**src/rtl/ps2_pkg.sv**
```systemverilog
// rtl/ps2_pkg.sv - shared types and constants for the PS/2 receive path
package ps2_pkg;

    typedef enum logic [1:0] {
        IDLE   = 2'd0,
        DATA   = 2'd1,
        PARITY = 2'd2,
        STOP   = 2'd3
    } ps2_state_t;

    localparam logic [7:0] PS2_EXT       = 8'hE0;
    localparam logic [7:0] PS2_BRK       = 8'hF0;
    localparam int         PS2_DATA_BITS = 8;

    // Width of a counter that must be able to hold the value TIMEOUT itself
    function automatic int ps2_tmo_width(input int timeout);
        return $clog2(timeout + 1);
    endfunction

endpackage

```
**src/rtl/ps2_clk_filter.sv**
```systemverilog
// rtl/ps2_clk_filter.sv - ps2c synchronizer, debounce filter and fall detector
module ps2_clk_filter #(
    parameter int FILTER_LEN = 8
) (
    input  logic clk,
    input  logic reset,
    input  logic i_ps2c,
    output logic o_fall
);

    logic [1:0]            r_sync;
    logic [FILTER_LEN-2:0] r_hist;
    logic                  r_level;
    logic                  r_fall;
    logic [FILTER_LEN-1:0] w_window;
    logic                  w_all_low;
    logic                  w_all_high;

    // The newest synchronized sample is part of the window so that a stable
    // low is recognised exactly FILTER_LEN+2 cycles after the pin drops.
    assign w_window   = {r_hist, r_sync[1]};
    assign w_all_low  = (w_window == '0);
    assign w_all_high = &w_window;
    assign o_fall     = r_fall;

    // Synchronize the pin, track sample history, update level, register fall
    always_ff @(posedge clk) begin
        if (!reset) begin
            r_sync  <= 2'b11;
            r_hist  <= '1;
            r_level <= 1'b1;
            r_fall  <= 1'b0;
        end else begin
            r_sync <= {r_sync[0], i_ps2c};
            r_hist <= w_window[FILTER_LEN-2:0];
            if (w_all_low) begin
                r_level <= 1'b0;
            end else if (w_all_high) begin
                r_level <= 1'b1;
            end
            r_fall <= r_level & w_all_low;
        end
    end

endmodule

```
**src/rtl/ps2_rx_frame.sv**
```systemverilog
// rtl/ps2_rx_frame.sv - PS/2 device-to-host frame receiver with E0/F0 prefix folding
module ps2_rx_frame
    import ps2_pkg::*;
#(
    parameter int FILTER_LEN = 8,
    parameter int TIMEOUT    = 200000
) (
    input  logic       clk,
    input  logic       reset,
    input  logic       ps2c,
    input  logic       ps2d,
    output logic [7:0] scan_code,
    output logic       is_break,
    output logic       is_extended,
    output logic       code_valid,
    output logic       frame_err
);

    localparam int TMO_W     = ps2_tmo_width(TIMEOUT);
    localparam int BIT_CNT_W = $clog2(PS2_DATA_BITS);
    localparam logic [BIT_CNT_W-1:0] LAST_BIT = BIT_CNT_W'(PS2_DATA_BITS - 1);
    localparam logic [TMO_W-1:0]     TMO_MAX  = TMO_W'(TIMEOUT);

    ps2_state_t             r_state;
    ps2_state_t             w_next_state;
    logic [1:0]             r_d_sync;
    logic [7:0]             r_shift;
    logic [BIT_CNT_W-1:0]   r_bit_cnt;
    logic                   r_par;
    logic [TMO_W-1:0]       r_tmo;
    logic                   r_ext_pend;
    logic                   r_brk_pend;
    logic                   w_fall;
    logic                   w_data;
    logic                   w_tmo_hit;
    logic                   w_frame_ok;
    logic                   w_frame_bad;
    logic                   w_timeout;

    ps2_clk_filter #(
        .FILTER_LEN(FILTER_LEN)
    ) u_clk_filter (
        .clk    (clk),
        .reset  (reset),
        .i_ps2c (ps2c),
        .o_fall (w_fall)
    );

    assign w_data    = r_d_sync[1];
    assign w_tmo_hit = (r_tmo == TMO_MAX) && !w_fall;

    // Two-flop synchronizer for the data pin
    always_ff @(posedge clk) begin
        if (!reset) begin
            r_d_sync <= 2'b11;
        end else begin
            r_d_sync <= {r_d_sync[0], ps2d};
        end
    end

    // Frame state register
    always_ff @(posedge clk) begin
        if (!reset) begin
            r_state <= IDLE;
        end else begin
            r_state <= w_next_state;
        end
    end

    // Next-state logic plus frame completion / abort decisions
    always_comb begin
        w_next_state = r_state;
        w_frame_ok   = 1'b0;
        w_frame_bad  = 1'b0;
        w_timeout    = 1'b0;
        case (r_state)
            IDLE: begin
                if (w_fall && !w_data) begin
                    w_next_state = DATA;
                end
            end
            DATA: begin
                if (w_fall) begin
                    if (r_bit_cnt == LAST_BIT) begin
                        w_next_state = PARITY;
                    end
                end else if (w_tmo_hit) begin
                    w_next_state = IDLE;
                    w_timeout    = 1'b1;
                end
            end
            PARITY: begin
                if (w_fall) begin
                    w_next_state = STOP;
                end else if (w_tmo_hit) begin
                    w_next_state = IDLE;
                    w_timeout    = 1'b1;
                end
            end
            STOP: begin
                if (w_fall) begin
                    w_next_state = IDLE;
                    // Odd parity over data+parity and a high stop bit
                    if (w_data && (^{r_shift, r_par})) begin
                        w_frame_ok = 1'b1;
                    end else begin
                        w_frame_bad = 1'b1;
                    end
                end else if (w_tmo_hit) begin
                    w_next_state = IDLE;
                    w_timeout    = 1'b1;
                end
            end
            default: begin
                w_next_state = IDLE;
            end
        endcase
    end

    // Deserializer, inter-edge timer, prefix folding and output strobes
    always_ff @(posedge clk) begin
        if (!reset) begin
            r_shift     <= '0;
            r_bit_cnt   <= '0;
            r_par       <= 1'b0;
            r_tmo       <= '0;
            r_ext_pend  <= 1'b0;
            r_brk_pend  <= 1'b0;
            scan_code   <= '0;
            is_break    <= 1'b0;
            is_extended <= 1'b0;
            code_valid  <= 1'b0;
            frame_err   <= 1'b0;
        end else begin
            code_valid <= 1'b0;
            frame_err  <= 1'b0;

            if (r_state == IDLE || w_fall) begin
                r_tmo <= '0;
            end else begin
                r_tmo <= r_tmo + 1'b1;
            end

            if (w_fall) begin
                case (r_state)
                    IDLE:    r_bit_cnt <= '0;
                    DATA: begin
                        r_shift   <= {w_data, r_shift[7:1]};
                        r_bit_cnt <= r_bit_cnt + 1'b1;
                    end
                    PARITY:  r_par <= w_data;
                    default: ;
                endcase
            end

            if (w_frame_bad || w_timeout) begin
                frame_err  <= 1'b1;
                r_ext_pend <= 1'b0;
                r_brk_pend <= 1'b0;
            end else if (w_frame_ok) begin
                if (r_shift == PS2_EXT) begin
                    r_ext_pend <= 1'b1;
                end else if (r_shift == PS2_BRK) begin
                    r_brk_pend <= 1'b1;
                end else begin
                    scan_code   <= r_shift;
                    is_extended <= r_ext_pend;
                    is_break    <= r_brk_pend;
                    code_valid  <= 1'b1;
                    r_ext_pend  <= 1'b0;
                    r_brk_pend  <= 1'b0;
                end
            end
        end
    end

endmodule

```
**config.mk**
```make
export PLATFORM = sky130hd
export DESIGN_NAME = ps2_rx_frame
export DESIGN_NICKNAME = d
export VERILOG_FILES = /design/src/rtl/ps2_pkg.sv /design/src/rtl/ps2_clk_filter.sv /design/src/rtl/ps2_rx_frame.sv
export SDC_FILE = /design/constraint.sdc
export NUM_CORES = 1
export LEC_CHECK = 0
export BUFFER_PORTS_ARGS = -buffer_cell sky130_fd_sc_hd__buf_4
export CAP_MARGIN = 20
export CORE_MARGIN = 5
export CORE_UTILIZATION = 40
export CTS_CLUSTER_DIAMETER = 50
export CTS_CLUSTER_SIZE = 20
export DETAILED_ROUTE_END_ITERATION = 7
export GPL_TIMING_DRIVEN = 0
export HOLD_SLACK_MARGIN = 0.02
export PLACE_DENSITY = 0.59
export RECOVER_POWER = 50
export SETUP_SLACK_MARGIN = 0.1
export SLEW_MARGIN = 20
export SYNTH_ARGS = -nofsm -noshare
export SYNTH_HDL_FRONTEND = slang
export SYNTH_SLANG_ARGS = --single-unit
```
**constraint.sdc**
```tcl
create_clock -name clk -period 2 [get_ports clk]
set_clock_uncertainty 0.2 [all_clocks]
set_input_delay 0.4 -clock clk [delete_from_list [all_inputs] [get_ports clk]]
set_output_delay 0.4 -clock clk [all_outputs]
set_load 0.01 [all_outputs]
```
# After elaboration in Yosys (flattened, before gate mapping)
# Index checks and enable logic that the tools add are counted.
classes:
  eq_ne: 10
  magnitude_cmp: 0
  n_mux: 24
  n_bitwise: 6
  mul: 0
  addsub: 2
  n_div: 0
  n_reduce_logical: 24
  n_shift: 0
op_table:
  columns: ["cell", "n"]
  rows:
  - ["18-bit by 1-bit adder with 18-bit output (second input constant)", 1]
  - ["18-bit equality test (second input constant)", 1]
  - ["8-bit equality test (second input constant)", 2]
  - ["1-bit 2-to-1 mux", 16]
  - ["2-bit 2-to-1 mux", 6]
  - ["2-bit AND reduction", 6]
  - ["9-bit XOR reduction", 1]
  - ["8-bit zero test", 1]
  - ["2-bit one-hot mux with 4 select lines", 1]
  - ["8-bit AND reduction", 1]
  - ["3-bit one-hot mux with 2 select lines", 1]
  - ["1-bit NOT", 5]
  - ["2-bit equality test (second input constant)", 2]
  - ["2-bit inequality test (second input constant)", 2]
  - ["4-bit AND reduction", 1]
  - ["2-bit nonzero test", 2]
  - ["2-bit OR reduction", 2]
  - ["4-bit OR reduction", 1]
  - ["3-bit by 1-bit adder with 3-bit output (second input constant)", 1]
  - ["3-bit equality test (second input constant)", 1]
  - ["1-bit logical AND", 3]
  - ["3-bit inequality test (second input constant)", 1]
  - ["3-bit OR reduction", 1]
  - ["2-bit by 1-bit equality test with 1-bit output (second input constant)", 1]
  - ["other kinds (4)", 6]
word_totals:
  ramBits: 0
  register_bits: 59
  mem_bits_ro: 0
  output_inout_bits: 12
  input_bits: 4
  n_memories: 0
  latch_bits: 0

# Longest topological paths before layout
depth:
  ltp_word: 8
  mapped_depth: 7
  depth_no_buf: 6

# By module
# A second synthesis with hierarchy kept.
unflattened:
  cells_unflattened: 247
  area_unflattened_um2: 2431.1
modules_own_cells:
  columns: ["module", "area_each_um2", "cells_each", "n_inst", "seq_area_each_um2"]
  rows:
  - ["ps2_rx_frame", 2089.5, 218, 1, 960.9]
  - ["ps2_clk_filter", 341.6, 29, 1, 220.2]

# Worst setup path after synthesis
# No wires, ideal clock.
synth_timing:
  path_kind: "flip-flop to flip-flop"
  startpoint: "reg r_shift[1]"
  endpoint: "reg r_brk_pend"
  synth_period_minus_slack_ns: 2.007
  setup_time_ns: 0.103
  stages_incl_launch_ff: 6
  arrival_time_ns: 1.703
  setup_slack_ns: -0.007
  path_cell_list: "dfxtp_1 xor2_1 xnor3_2 xnor2_2 nand4_2 a2111oi_2"
synth_between:
  elab_chain_cells: 7
  elab_cells_between_ends: 15
  classes_between: "eq/ne: 2; mux: 7; bitwise: 1; reduce/logical: 5"
synth_rtl:
  columns: ["element", "line_no", "rtl"]
  rows:
  - ["from (decl)", "ps2_rx_frame.sv:27", "logic [7:0] r_shift;"]
  - ["from (signal assigned)", "ps2_rx_frame.sv:148", "r_shift <= {w_data, r_shift[7:1]};"]
  - ["9-bit XOR reduction", "ps2_rx_frame.sv:104", "if (w_data && (^{r_shift, r_par})) begin"]
  - ["1-bit logical AND", "ps2_rx_frame.sv:104", null]
  - ["1-bit 2-to-1 mux", "ps2_rx_frame.sv:104", null]
  - ["1-bit 2-to-1 mux", "ps2_rx_frame.sv:101", "if (w_fall) begin"]
  - ["1-bit 2-to-1 mux", "ps2_rx_frame.sv:76", "case (r_state)"]
  - ["1-bit logical OR", "ps2_rx_frame.sv:156", "if (w_frame_bad || w_timeout) begin"]
  - ["2-bit OR reduction (no line)", null, null]
  - ["to (signal assigned)", "ps2_rx_frame.sv:159", "r_brk_pend <= 1'b0;"]
  - ["to (signal assigned)", "ps2_rx_frame.sv:164", "r_brk_pend <= 1'b1;"]
  - ["to (signal assigned)", "ps2_rx_frame.sv:171", "r_brk_pend <= 1'b0;"]
  - ["to (decl)", "ps2_rx_frame.sv:32", "logic r_brk_pend;"]
# Parallel ways exist; a longest one is shown, timed or not.
# A chain may end at the register's enable or synchronous reset.

# Worst setup path in the final report
layout_timing:
  startpoint: "reg r_shift[2]"
  endpoint: "reg scan_code[5]"
layout_between:
  elab_chain_cells: 8
  elab_cells_between_ends: 15
  classes_between: "eq/ne: 2; mux: 6; bitwise: 3; reduce/logical: 4"
layout_rtl:
  columns: ["element", "line_no", "rtl"]
  rows:
  - ["9-bit XOR reduction", "ps2_rx_frame.sv:104", null]
  - ["1-bit logical AND", "ps2_rx_frame.sv:104", null]
  - ["1-bit 2-to-1 mux", "ps2_rx_frame.sv:104", null]
  - ["1-bit 2-to-1 mux", "ps2_rx_frame.sv:101", null]
  - ["1-bit 2-to-1 mux", "ps2_rx_frame.sv:76", null]
  - ["1-bit logical OR", "ps2_rx_frame.sv:156", null]
  - ["1-bit NOT (no line)", null, null]
  - ["4-bit AND reduction (no line) *", null, null]
  - ["to (signal assigned)", "ps2_rx_frame.sv:166", "scan_code <= r_shift;"]
  - ["to (decl)", "ps2_rx_frame.sv:12", "output logic [7:0] scan_code,"]
# Mark *: on every way between the ends. The rest lies on a longest branch, timed or not.

==> reports/results.tsv <==
stage	metric	value	unit
yosys	cell taking the most area after synthesis	dfxtp_1	
cts	Clock Sinks	59	
sta	Final Hold Viols	0	
floorplanning	Ports	16	
floorplanning	Core Rows	28	
power	switching share of power	0.191	
place	Post-DP HPWL	2.87	mm
cells_and_area	layout cells sized above 1	0.192	
power	maximum vdd ir drop	0.436	mV
global_route	Congestion Overflow GR	0	
yosys	most frequent cells after synthesis	dfxtp_1, nor2_1, mux2i_1	
drt	DR iter-0 viols	86	
min_path	hold path start	ps2c	
drt	final WL	4.35	mm
power	clock share of power	0.500	
yosys	share of the synthesized area in the top cell type	0.489	
global_route	global-route wire length before repair	7.48	mm
worst_setup_path	Reg-to-Reg Start	r_shift[2]	
yosys	Synth Flop Type	dfxtp_1	
cts	H-tree levels	3	
power	Sequential Power Share	0.489	
power	PD cells	813	nW/um^2
sta	setup violators final	13	
yosys	syn_nets	256	
power	leakage power	1.24	nW
drt	DR vias/cell	4.82	
cts	latest clock arrival within the worst-skew pair	330	ps
outcome	status	finished, violations left	
cts	Reg clk slew, reported paths	60	ps
global_route	initial antenna violation count	0	
power	combinational power share	0.011	
cells_and_area	# fillers	568	
worst_setup_path	critical path endpoint category	register	
yosys	synthesis warning total	0	
cts	hold_buf cts	0	
yosys	number of flops mapped to enable cells by yosys	0	
yosys	count leader, synth	dfxtp_1	
power	internal power	1.95	mW
yosys	synthesized instance count	248	
floorplanning	DIE AREA	7700	um^2
worst_setup_path	crit path from	r_shift[2]	
drt	antenna viol nets, final	0	
cts	CTS buffer count	9	
sta	Max Fclk	484	MHz
drt	Wirelength per Cell	12.1	um
cells_and_area	antenna cells	0	
worst_setup_path	crit path max fanout	5	
floorplanning	CORE AREA	5890	um^2
worst_setup_path	Critical Path AT	2060	ps
drt	first-pass iteration count of the detailed router	4	
sta	Slew @ Worst Pin	496	ps
sta	max-slew violation count	0	
flow_run	maxcap violations	0	
cts	Root Driver	clkbuf_8	
cts	CTS max path bufs	2	
yosys	post-synthesis async set-or-reset flop share	0	
sta	Slew headroom	0.667	
place	gp weighted congestion	0.779	
drt	Via Count	1740	
yosys	mapped cell area	2420	um^2
global_route	vias in the first global route	1647	
power	Switching Power	0.462	mW
yosys	synth unique cells	37	
yosys	Avg Inst Size Synth	9.75	um^2
cells_and_area	synthesis-to-finish area growth	23.0	%
sta	RSZ-0062 raised after global routing	yes	
min_path	worst min-delay path class	input port to register	
worst_setup_path	number of cells on the worst reg-to-reg path	6	
sta	Final period util	1.03	
floorplanning	die span in x	87.7	um
global_route	GRT Resource Usage Total	0.127	
sta	hold_ws	79.2	ps
global_route	largest net degree at the start of global routing	11	
yosys	Seq cells post-synth	59	
worst_setup_path	Setup crit start kind	register	
yosys	biggest area contributors in the synthesized netlist	dfxtp_1, mux2i_1, nor2_1	
place	I/O Buffers	15	
worst_setup_path	crit path kind	register to register	
floorplanning	Die H	87.7	um
worst_setup_path	worst endpoint required time	1990	ps
sta	Setup WS post-layout	-66.8	ps
drt	DRC viols	0	
outcome	failing checks	setup timing	
cells_and_area	Final nets	289	
place	Post-Place Setup Slack	-128	ps
sta	clock period minus final worst setup slack	2070	ps
floorplanning	Starting Density	0.411	
min_path	worst hold stages	2	
yosys	Seq/Total Area, Yosys	0.489	
cts	CTS tree	built	
==> area by class of cell <==
type                       count  area [um^2]  area share
multi-input combinational    176         1260       0.424
sequential                    59         1190       0.402
clock buffer                  12          155      0.0522
clock inverter                 4         72.6      0.0244
tap                           75         93.8      0.0316
buffer                         9         51.3      0.0172
timing repair buffer          22          131      0.0442
inverter                       4         15.0     0.00505
==> logic make-up after synthesis <==
logic type	share of synthesized area
and+or+nand+nor	0.235
xor gates and xnor gates	0.105
muxes	0.0828
adders and majority gates	0.0207
AOI/OAI and AO/OA	0.0466
DFF	0.489
buffers and inverters	0.0217
==> path summary, 6_finish.rpt <==
check	end	slack [ps]
worst max-delay path	scan_code[5]	-70
worst min-delay path	u_clk_filter.r_sync[0]	80
worst min register to register	u_clk_filter.r_sync[1]	200
worst max register to register	scan_code[5]	-70
==> critical path, cell delays in order, from the launching register on <==
cell and delay, ps:
dfxtp_4 350, xor2_1 150, xnor3_2 500, mux2i_4 330
buf_6 180, mux2i_1 180, nor2_1 50
==> metrics by stage <==
step	utilization	instances	TNS (ps)	power (mW)	instance area [um^2]
after detailed placement	0.447	338	-1230	1.24	2630
after global placement	0.447	338	-1110	1.24	2630
after CTS	0.504	360	-533	2.46	2970
after global routing	0.505	361	-1470	2.52	2970
final	0.505	361	-555	2.42	2970
after floorplan	-	248	0	1.22	2420
==> sequential cells by signal (all words and copies together) (netlist names), 2 cells and up <==
register             flops
u_clk_filter.r_sync      2
r_d_sync                 2
r_shift                  8
r_bit_cnt                3
scan_code                8
r_tmo                   18
u_clk_filter.r_hist      7
r_state                  2
==> metal layers <==
metal	GRT usage	part of all wire	vias up
met5	0	0	-
met3	0.0310	0.032	7
met4	0.0837	0.020	0
li1	-	-	916
met2	0.180	0.43	20
met1	0.172	0.52	797
==> cells in the final DEF (no fill, tap or decap), types with 3 or more instances in the layout <==
cell type and n:
and3_1 4, ha_1 4, buf_4 7, nor2_1 45, xor2_1 13, dfxtp_2 5
clkbuf_8 11, nand2b_1 12, a21oi_1 7, nand4_1 7, nor4_1 3, clkbuf_1 17
xnor2_1 6, buf_6 4, dfxtp_1 52, nand2_1 14, nand3_1 10, inv_1 3
mux2i_1 18
==> power by group through the flow <==
stage / registers [mW] / logic [mW] / clock network [mW]
2_1_floorplan: 1.21 / 0.0157 / 0
3_3_place_gp: 1.21 / 0.0277 / 0
3_5_place_dp: 1.21 / 0.0278 / 0
4_1_cts: 1.18 / 0.0280 / 1.25
5_1_grt: 1.18 / 0.0307 / 1.31
6_report: 1.18 / 0.0271 / 1.21
==> timing repair <==
| action | in CTS | in global routing |
|---|---|---|
| setup endpoints to repair | 23 | 33 |
| setup buffers | 5 | 1 |
| cloned | 1 | 0 |
| pin swaps | 4 | 5 |
| resized for setup | 19 | 19 |
Note: power is estimated with default switching activity, not from simulation.
